==> src/rtl/burst_stream_source_pkg.sv <==
// Shared types and data-pattern helper for the burst stream source.
package burst_pkg;

   typedef enum logic [1:0] {
      ST_IDLE   = 2'd0,
      ST_ACTIVE = 2'd1,
      ST_DONE   = 2'd2
   } state_t;

   typedef enum logic [1:0] {
      MODE_ZERO  = 2'd0,
      MODE_INDEX = 2'd1,
      MODE_INV   = 2'd2,
      MODE_RSVD  = 2'd3
   } mode_t;

   // Payload for beat index idx; callers truncate the result to their data width.
   // The reserved mode deliberately falls through to the index pattern.
   function automatic logic [31:0] pattern(input mode_t mode, input logic [31:0] idx);
      case (mode)
         MODE_ZERO: return '0;
         MODE_INV:  return ~idx;
         default:   return idx;
      endcase
   endfunction

endpackage

==> src/rtl/burst_stream_source_if.sv <==
// Valid/ready beat stream between a source (master) and a sink (slave).
interface burst_stream_source_if #(
   parameter int DATA_W = 8
);
   logic              out_valid;
   logic              out_ready;
   logic [DATA_W-1:0] out_data;
   logic              out_last;

   modport master (
      output out_valid,
      output out_data,
      output out_last,
      input  out_ready
   );

   modport slave (
      input  out_valid,
      input  out_data,
      input  out_last,
      output out_ready
   );
endinterface

==> src/rtl/burst_stream_source.sv <==
// Sends a bounded burst of patterned beats on a start command and reports
// busy while sending and a one-cycle done pulse when the burst finishes.
module burst_stream_source
   import burst_pkg::*;
#(
   parameter int DATA_W = 8,
   parameter int LEN_W  = 4
) (
   input  logic                 clk,
   input  logic                 rst,
   input  logic                 start,
   input  logic [LEN_W-1:0]     limit,
   input  logic [1:0]           mode,
   burst_stream_source_if.master src,
   output logic                 busy,
   output logic                 done
);

   state_t              r_state;
   mode_t               r_mode;
   logic [LEN_W-1:0]    r_lim;
   logic [LEN_W-1:0]    r_cnt;
   logic                r_valid;
   logic [DATA_W-1:0]   r_data;
   logic                r_last;
   logic                r_busy;
   logic                r_done;

   logic                w_hs;
   logic [LEN_W-1:0]    w_last_idx;
   logic [LEN_W-1:0]    w_cnt_nxt;

   assign w_hs       = r_valid && src.out_ready;
   assign w_last_idx = r_lim - LEN_W'(1);
   assign w_cnt_nxt  = r_cnt + LEN_W'(1);

   assign src.out_valid = r_valid;
   assign src.out_data  = r_data;
   assign src.out_last  = r_last;
   assign busy          = r_busy;
   assign done          = r_done;

   // FSM with registered outputs; the payload for the next beat is computed
   // from the incremented counter so data and last change only on a handshake.
   always_ff @(posedge clk) begin
      if (rst) begin
         r_state <= ST_IDLE;
         r_mode  <= MODE_ZERO;
         r_lim   <= '0;
         r_cnt   <= '0;
         r_valid <= 1'b0;
         r_data  <= '0;
         r_last  <= 1'b0;
         r_busy  <= 1'b0;
         r_done  <= 1'b0;
      end else begin
         case (r_state)
            ST_IDLE: begin
               r_done <= 1'b0;
               if (start) begin
                  r_lim  <= limit;
                  r_mode <= mode_t'(mode);
                  r_cnt  <= '0;
                  if (limit != '0) begin
                     r_state <= ST_ACTIVE;
                     r_valid <= 1'b1;
                     r_busy  <= 1'b1;
                     r_data  <= DATA_W'(pattern(mode_t'(mode), '0));
                     r_last  <= (limit == LEN_W'(1));
                  end else begin
                     r_state <= ST_DONE;
                     r_done  <= 1'b1;
                  end
               end
            end
            ST_ACTIVE: begin
               if (w_hs) begin
                  if (r_cnt == w_last_idx) begin
                     r_state <= ST_DONE;
                     r_valid <= 1'b0;
                     r_busy  <= 1'b0;
                     r_last  <= 1'b0;
                     r_data  <= '0;
                     r_done  <= 1'b1;
                  end else begin
                     r_cnt  <= w_cnt_nxt;
                     r_data <= DATA_W'(pattern(r_mode, 32'(w_cnt_nxt)));
                     r_last <= (w_cnt_nxt == w_last_idx);
                  end
               end
            end
            ST_DONE: begin
               r_done  <= 1'b0;
               r_state <= ST_IDLE;
            end
            default: begin
               r_state <= ST_IDLE;
               r_valid <= 1'b0;
               r_busy  <= 1'b0;
               r_last  <= 1'b0;
               r_done  <= 1'b0;
            end
         endcase
      end
   end

endmodule

==> src/flat_wrapper.sv <==
// flat-port wrapper written by rule: the top's interface ports become plain ports
module burst_stream_source_flat import burst_pkg::*;
#(
   parameter int DATA_W = 8,
   parameter int LEN_W  = 4
)
  (clk, rst, start, limit, mode, busy, done, src_out_valid, src_out_data, src_out_last, src_out_ready);
  burst_stream_source_if #(.DATA_W(DATA_W)) src_i ();
  input  logic clk;
  input  logic rst;
  input  logic start;
  input  logic [LEN_W-1:0] limit;
  input  logic [1:0] mode;
  output logic busy;
  output logic done;
  output wire logic [$bits(src_i.out_valid)-1:0] src_out_valid;
  output wire logic [$bits(src_i.out_data)-1:0] src_out_data;
  output wire logic [$bits(src_i.out_last)-1:0] src_out_last;
  input wire logic [$bits(src_i.out_ready)-1:0] src_out_ready;
  assign src_out_valid = src_i.out_valid;
  assign src_out_data = src_i.out_data;
  assign src_out_last = src_i.out_last;
  assign src_i.out_ready = src_out_ready;
  burst_stream_source #(.DATA_W(DATA_W), .LEN_W(LEN_W)) u_core (.clk(clk), .rst(rst), .start(start), .limit(limit), .mode(mode), .src(src_i), .busy(busy), .done(done));
endmodule
==> config.mk <==
export PLATFORM = sky130hd
export DESIGN_NAME = burst_stream_source_flat
export DESIGN_NICKNAME = d
export VERILOG_FILES = /design/src/rtl/burst_stream_source_pkg.sv /design/src/rtl/burst_stream_source_if.sv /design/src/rtl/burst_stream_source.sv /design/src/flat_wrapper.sv
export SDC_FILE = /design/constraint.sdc
export NUM_CORES = 1
export LEC_CHECK = 0
export CAP_MARGIN = 20
export CORE_MARGIN = 2
export CORE_UTILIZATION = 46
export DETAILED_ROUTE_END_ITERATION = 8
export HOLD_SLACK_MARGIN = 0.02
export PLACE_DENSITY = 0.81
export SYNTH_ARGS = -nofsm -noshare
export SYNTH_HDL_FRONTEND = slang
export SYNTH_SLANG_ARGS = --single-unit
==> constraint.sdc <==
create_clock -name clk -period 1.65 [get_ports clk]
set_input_delay 0.165 -clock clk [delete_from_list [all_inputs] [get_ports clk]]
set_output_delay 0.165 -clock clk [all_outputs]
set_load 0.02 [all_outputs]
==> impl_metrics.tcl <==
set metrics [dict create \
    status "complete, but fails checks" \
    failed_checks "negative setup slack" \
    port_buffers 21 \
    skew_ns 0.00935 \
    drtIter0Drc 23 \
    grt_pass1_wl_mm 4.28 \
    clkPwrFrac_pct 19.0 \
    syn_to_final_growth_pct 40.0 \
    hold_ws_ns 0.433 \
    dieArea_um2 2950 \
    cp_data_arrival_time_ns 1.94 \
    final_area_um2 1630 \
    grt_pass1_vias 1043 \
    ir_drop_mv 0.590 \
    vias_per_cell 5.25 \
    multiInputGateArea_um2 732 \
    p_leak_uw 0.000638 \
    row_count 18 \
    period_share_pct 102 \
    ys.flop_type "dfxtp_1" \
    netlist_area_um2 1160 \
    antenna_found_initial 0 \
    syn_nets 147 \
    p_int_uw 861 \
    drc 0 \
    async_reset_ff_share_pct 0 \
    cp.required_ns 1.90 \
    fin_ws_ns -0.0401 \
    min_delay_path_depth 3 \
    tightest_slew_ns 0.428 \
    vias 1093 \
    grt_use_total_pct 20.1 \
    worstSetupEndpointType "flop" \
    die_w_um 54.3 \
    seqPwrFrac_pct 42.5 \
    worstReg2RegStart "u_core.r_cnt[2]" \
    placed_cells 203 \
    gp_congestion 0.832 \
    final_cells 208 \
    crit_fanout 7 \
    cts_hold_buf 0 \
    power_density_nw_per_um2 802 \
    htree_levels 1 \
    ys_warn_count 0 \
    register_area_um2 404 \
    clock_sinks 20 \
    place_area_um2 1550 \
    drv_cap 0 \
    finalSetupViolations 2 \
    routed_wl_mm 2.83 \
    synth.largest_area_cell "dfxtp_1" \
    fillers 186 \
    slew_violations 0 \
    hold_violations 0 \
    drive_gt1_share_pct 28.7 \
    hold_start "mode[0]" \
    io_pins 22 \
    drt_pass1_iterations 4 \
    pre_cts_slack_ns -0.255 \
    rsz0062_at_grt "true" \
    cts_tree "done" \
    numCtsBuffers 3 \
    post-route-min-period_ns 1.69 \
    ys_top_cells_by_count "dfxtp_1, nand2_1, a21oi_1, nor2_1" \
    hp-class "in -> reg" \
    cts_buffer_depth 2 \
    dp_hpwl_mm 2.17 \
    ys_seq_area_share_pct 34.4 \
    hold_end "u_core.r_mode[0]" \
    path_clk_slew_ns 0.12 \
    switching_power_uw 444 \
    timing.slew.headroom_pct 71.4 \
    netlist_top_cells_area "dfxtp_1, nand2_1, a21oi_1" \
    setup_tns_ns -0.0497 \
    initial_utilization_pct 47.8 \
    ys_ff_latch 20 \
    die_h_um 54.3 \
    p_sw_share_pct 34.0 \
    ff2ff_path_depth 6 \
    yosysMostFrequentCell "dfxtp_1" \
    synth_top_cell_area_share_pct 34.4 \
    critical_path_class "reg -> reg" \
    core_area_um2 2430 \
    avgSynthCellArea_um2 8.61 \
    rrSetupSlack_ns -0.04 \
    syn_inst 135 \
    timing.fmax_mhz 592 \
    grt-ovfl-total 0 \
    fin_nets 192 \
    root_buffer "clkbuf_4" \
    n_antenna_cell 0 \
    clk_latency_ns 0.31 \
    antenna_left 0 \
    synth_edf_count 0 \
    worst_r2r_endpoint "u_core.r_cnt[2]" \
    comb_power_share_pct 38.5 \
    wl_per_cell_um 13.6 \
    ys_types 38 \
    worstSetupStartpointType "flop" \
    grt_max_degree 11 \
]
## sequential cells by signal, indices dropped and copies added, names as in the netlist
register,count
u_core.done,1
u_core.r_lim,4
u_core.busy,1
u_core.src.out_data,5
u_core.r_cnt,4
u_core.src.out_last,1
u_core.r_mode,2
u_core.r_state,2
## stage by stage
stage               util (%)  total power (uW)
finish                  66.9              1300
global route            66.9              1360
CTS                     66.2              1290
detailed placement      63.5              1030
global placement        63.5              1010
floorplan                  -               863
## power groups by stage
| stage | clock network, uW | registers [uW] | logic, uW |
|---|---|---|---|
| floorplan | 0 | 587 | 276 |
| global placement | 0 | 561 | 452 |
| detailed placement | 0 | 564 | 466 |
| CTS | 245 | 554 | 490 |
| global route | 258 | 560 | 542 |
| finish | 248 | 555 | 502 |
## critical path, stage by stage (launching register included)
cell and delay, ns:
dfxtp_2 0.35, xor3_2 0.46, nor3_2 0.20, a31oi_1 0.13
buf_4 0.18, a21bo_2 0.20, a21oi_2 0.11
## cell usage in the layout (no fill, tap or decap), types with 4 or more instances in the layout
cell and count:
nand2b_1 4, buf_4 27, nor2_1 9, nand3_1 4, or2_1 4, dfxtp_1 17, nand2_1 18, mux2i_1 5
clkdlybuf4s50_1 21, a21oi_1 11, xor2_1 4, xnor2_1 4, a211oi_2 6
## repair_timing
item | CTS | global route
resized for setup | 10 | 6
setup buffers | 2 | 0
cloned | 0 | 0
hold endpoints to repair | 0 | 0
pin swaps | 4 | 3
setup endpoints to repair | 9 | 12
## logic make-up after synthesis
| family | Yosys count | synth area share (%) |
|---|---|---|
| simple gates | 53 | 23.3 |
| compound gates | 31 | 18.2 |
| flops | 20 | 34.4 |
| buf+inv | 13 | 7.97 |
| xor+xnor | 11 | 9.69 |
| mux | 5 | 4.31 |
| fa+ha+maj | 2 | 2.15 |
## area by class of cell
cell class | instances | share of cell area (%)
Multi-Input combinational cell | 102 | 45.0
Timing Repair Buffer | 48 | 25.4
Sequential cell | 20 | 24.8
Tap cell | 30 | 2.31
Clock buffer | 3 | 1.38
Inverter | 5 | 1.15
## metal layers
layer / part of all wire (%) / GRT usage, %
met3: 3.1 / 1.64
met1: 44 / 24.5
met5: 0 / 0
met4: 1.3 / 6.25
met2: 51 / 37.1
## worst max path at each step
stage | startpoint | to | slack (ns)
after floorplan | u_core.r_lim[0] | u_core.r_cnt[3] | 0.02
after detailed placement | limit[3] | u_core.src.out_data[0] | -0.25
final | u_core.r_cnt[2] | u_core.r_cnt[2] | -0.04
after CTS | u_core.r_lim[0] | u_core.src.out_last | -0.04
after global routing | u_core.r_lim[0] | u_core.src.out_last | -0.12
after global placement | limit[3] | u_core.src.out_last | -0.16
(Power assumes the default switching activity.)
==> RTL change 1, RTL diff (same flow settings) <==
`DATA_W` is set to 8 in 3 places; all go to 10.
--- a/src/rtl/burst_stream_source_if.sv
+++ b/src/rtl/burst_stream_source_if.sv
@@ -1,6 +1,6 @@
 // Valid/ready beat stream between a source (master) and a sink (slave).
 interface burst_stream_source_if #(
-   parameter int DATA_W = 8
+   parameter int DATA_W = 10
 );
    logic              out_valid;
    logic              out_ready;
--- a/src/rtl/burst_stream_source.sv
+++ b/src/rtl/burst_stream_source.sv
@@ -3,7 +3,7 @@
 module burst_stream_source
    import burst_pkg::*;
 #(
-   parameter int DATA_W = 8,
+   parameter int DATA_W = 10,
    parameter int LEN_W  = 4
 ) (
    input  logic                 clk,
--- a/src/flat_wrapper.sv
+++ b/src/flat_wrapper.sv
@@ -1,7 +1,7 @@
 // flat-port wrapper written by rule: the top's interface ports become plain ports
 module burst_stream_source_flat import burst_pkg::*;
 #(
-   parameter int DATA_W = 8,
+   parameter int DATA_W = 10,
    parameter int LEN_W  = 4
 )
   (clk, rst, start, limit, mode, busy, done, src_out_valid, src_out_data, src_out_last, src_out_ready);
Interface: changed (resized src_out_data); port bits go from 22 to 24. No check against the original RTL was run, so the function may have changed too.
==> RTL change 1 against the unedited design <==
- the run still ends with setup timing left
- worst setup slack got worse by 0.043 ns
- largest power group unchanged
- wire length increased by 1.4%
- sequential cell count unchanged
- cell area increased by 1.5%
- clock skew decreased by 0.0038 ns
- power increased by 5.1%
- clock power increased by 19%
- area after synthesis increased by 1.3%
==> RTL change 1: results (changes against the unedited design) <==
Clock Path Buffers 2 (unchanged); register area share after synthesis 0.3401 (-0.004393); H-tree depth 1 (unchanged); Syn Nets 149 (+1.4%); worst hold slack 0.4695 ns (+0.03676 ns); clock slew at reported path FFs 0.12 ns (about the same); Vias/cell 5.456 (+3.8%); status complete, but fails checks; drt wl/cell 13.94 um (+2.4%); CTS Buf Count 3 (unchanged); Worst Clk Skew 0.005518 ns (-0.003829 ns); peak supply drop 0.5508 mV (-6.7%); type of the worst min-delay path flip-flop to flip-flop; GPL Wtd Cong 0.8216 (-1.2%); Async SR Flop Fraction 0 (unchanged); Detail Placement HPWL 2.165 mm (-0.15%); critical path arrival 1.97 ns (+0.03 ns); DP Area 1535 sq um (-0.65%); top post-synthesis cells by area dfxtp_1 34%, nand2_1 5.7%, a21oi_1 5.1%; Initial DRC Count 24 (+4.3%); largest net degree at the start of global routing 16 (+5); cell count after synthesis 137 (+1.5%); failing checks setup timing; Global Route Usage Sum 0.2149 (+0.01379); # diodes 0 (unchanged); # nets final 189 (-1.6%); initial antenna violation count 0 (unchanged); Synthesis Warnings 0 (unchanged); Largest register FFs 5 (unchanged); Slew @ Worst Pin 0.7204 ns (+0.2926 ns); # port buffers 23 (+9.5%); Root Buffer clkbuf_4; first-pass GRT wire length 4.478 mm (+4.5%); final setup TNS -0.1266 ns (-0.07688 ns); vias in the first global route 1008 (-3.4%); Final Non-Filler Cells 206 (-0.96%); maximum fanout along the worst path 8 (+1); synth unique cells 38 (unchanged); Initial DRT Pass Iterations 4 (unchanged); leakage power 0.6578 nW (+3.1%); pre-CTS WS -0.2103 ns (+0.04424 ns); final setup fails 2 (unchanged); clk_lat worst skew 0.31 ns (about the same); layout cells sized above 1 0.2670 (-0.01947); placed insts 201 (-0.99%); setup ws final -0.08296 ns (-0.04287 ns); synth cell count leaders 20 x dfxtp_1, 18 x nand2_1, 12 x a21oi_1
-- RTL change 1: repair_timing --
| item | 4_1_cts | 5_1_grt |
|---|---|---|
| setup endpoints to repair | 12 | 14 |
| gates cloned | 0 | 0 |
| hold buffers | 0 | 0 |
| gates resized for setup | 11 | 5 |
| buffers inserted | 0 | 1 |
| pin swaps | 10 | 11 |
-- RTL change 1: cell families (layout without fill, tap and decap cells) --
kind of cell | count (synthesis) | count (layout) | synth area share
mux | 5 | 5 | 0.04251
compound gates | 31 | 31 | 0.1796
buf+inv | 15 | 54 | 0.09139
flops | 20 | 20 | 0.3401
simple gates | 53 | 53 | 0.2296
xor+xnor | 11 | 11 | 0.09564
fa+ha+maj | 2 | 2 | 0.02125
-- RTL change 1: path summary, 6_finish.rpt --
| kind | start | endpoint | cells past startpoint |
|---|---|---|---|
| worst max-delay path | u_core.r_lim[1] | u_core.src.out_last | 7 |
| worst min-delay path | u_core.r_mode[1] | u_core.r_mode[1] | 2 |
| worst max register to register | u_core.r_lim[1] | u_core.src.out_last | 7 |
| worst min register to register | u_core.r_mode[1] | u_core.r_mode[1] | 2 |
-- RTL change 1: layer usage --
layer	track usage	wire, um
met5	0	0
met4	0.1000	59
met3	0.03552	113
met2	0.3690	1478
met1	0.2584	1218
-- RTL change 1: cell type report --
class | instances | area, sq um
fillers | 200 | 803.3
flip-flops and latches | 20 | 404.1
inverters | 5 | 18.77
clock buffers | 4 | 36.28
well taps | 30 | 37.54
multi-input cells | 102 | 757.0
repair buffers | 45 | 397.9
-- RTL change 1: worst max-delay path, stage by stage (launching register included) --
cell      delay [ns]
dfxtp_2         0.37
inv_2           0.05
ha_4            0.25
xnor2_4         0.16
nor3_4          0.07
a21o_4          0.24
o311a_1         0.34
a211oi_2        0.18
-- RTL change 1: power by group --
group / switching, mW / internal, mW
Clock: 0.160 / 0.135
Sequential: 0.0359 / 0.523
Combinational: 0.263 / 0.254
==> RTL change 2, RTL diff (same flow settings) <==
Without the edit above. Encoding of `state_t`: now one-hot (3 bits for 3 states).
--- a/src/rtl/burst_stream_source_pkg.sv
+++ b/src/rtl/burst_stream_source_pkg.sv
@@ -1,10 +1,10 @@
 // Shared types and data-pattern helper for the burst stream source.
 package burst_pkg;
 
-   typedef enum logic [1:0] {
-      ST_IDLE   = 2'd0,
-      ST_ACTIVE = 2'd1,
-      ST_DONE   = 2'd2
+   typedef enum logic [2:0] {
+      ST_IDLE   = 3'b001,
+      ST_ACTIVE = 3'b010,
+      ST_DONE   = 3'b100
    } state_t;
 
    typedef enum logic [1:0] {
Function: same outputs for any inputs over 10 cycles, from zero or initial values and one cycle with rst high; not proved beyond that.
==> RTL change 2 against the unedited design <==
- the flow still finishes with violations (setup timing)
- wire length rose by 24%
- largest power group is now combinational logic
- sequential cell count grew 1
- cell area increased by 15%
- power rose by 9.0%
- die area increased by 3.9%
- worst setup slack lost 0.15 ns
- critical path type unchanged
- cell count increased by 8.2%
- area after synthesis grew 4.2%
==> RTL change 2: results (changes against the unedited design) <==
synth cell count leaders 21 x dfxtp_1, 18 x a21oi_1, 18 x nand2_1; Syn Nets 154 (+4.8%); Worst Clk Skew 0.002394 ns (-0.006952 ns); Detail Placement HPWL 2.451 mm (+13%); Global Route Usage Sum 0.2462 (+0.04506); final setup fails 14 (+12); first-pass GRT wire length 6.051 mm (+41%); largest net degree at the start of global routing 19 (+8); fillers 177 (-4.8%); GPL Wtd Cong 0.8253 (-0.81%); Vias/cell 5.609 (+6.7%); status complete, but fails checks; layout cells sized above 1 0.3692 (+0.08271); synth unique cells 44 (+16%); max incr delay on CP 0.40 ns (-0.06 ns); placed insts 213 (+4.9%); internal power 0.9517 mW (+11%); leakage power 0.7120 nW (+12%); failing checks setup timing; CP top delay family simple AND/OR/NAND/NOR gates; setup ws final -0.1878 ns (-0.1478 ns); cell count after synthesis 142 (+5.2%); Post-Route WL 3.501 mm (+24%); pre-CTS WS -0.3043 ns (-0.04968 ns); register area share after synthesis 0.3471 (+0.002651); vias post-DR 1262 (+15%)
RTL change 2: cell types whose count changed after synthesis, moves of 4 or more:
cell / change
a211oi_1: -5
a21oi_1: +6
mux2_2: +4
mux2i_1: -5
nor3_1: +5
or2_0: -4
RTL change 2: final timing paths:
| check | startpoint | end | slack, ns | cells after the start |
|---|---|---|---|---|
| worst min-delay path | mode[0] | u_core.r_mode[0] | 0.42 | 3 |
| worst max-delay path | u_core.r_lim[0] | u_core.r_cnt[2] | -0.19 | 9 |
| worst max register to register | u_core.r_lim[0] | u_core.r_cnt[2] | -0.19 | 9 |
| worst min register to register | u_core.src.out_last | u_core.src.out_last | 0.48 | 2 |
RTL change 2: power by group through the flow:
stage	combinational, mW	clock (mW)	sequential [mW]
after floorplan	0.272	0	0.622
after global placement	0.496	0	0.590
after detailed placement	0.510	0	0.594
after CTS	0.550	0.247	0.581
after global routing	0.635	0.283	0.589
final	0.592	0.248	0.583
RTL change 2: layout make-up:
class | count | share of cell area
multi-input cells | 110 | 0.4601
repair buffers | 57 | 0.2703
flip-flops and latches | 21 | 0.2294
well taps | 30 | 0.02012
clock buffers | 4 | 0.01408
inverters | 3 | 0.006036
RTL change 2: kinds of logic after synthesis:
kind of cell	share of synthesized area
AO/OA/AOI/OAI	0.1994
XOR/XNOR	0.09299
adder cells (fa/ha/maj)	0.02066
buffers and inverters	0.04752
flip-flops	0.3471
multiplexers	0.03719
AND/OR/NAND/NOR	0.2552
RTL change 2: layer usage:
metal,GRT usage,share of wire
met1,0.3007,0.41
met2,0.4286,0.52
met3,0.02810,0.046
met4,0.1150,0.026
met5,0,0
RTL change 2: timing repair:
action                                  CTS  global route
endpoints found under the setup margin   13            14
resized for setup                        11            11
pin swaps                                11            10
hold buffers                              0             0
setup buffers                             5             4
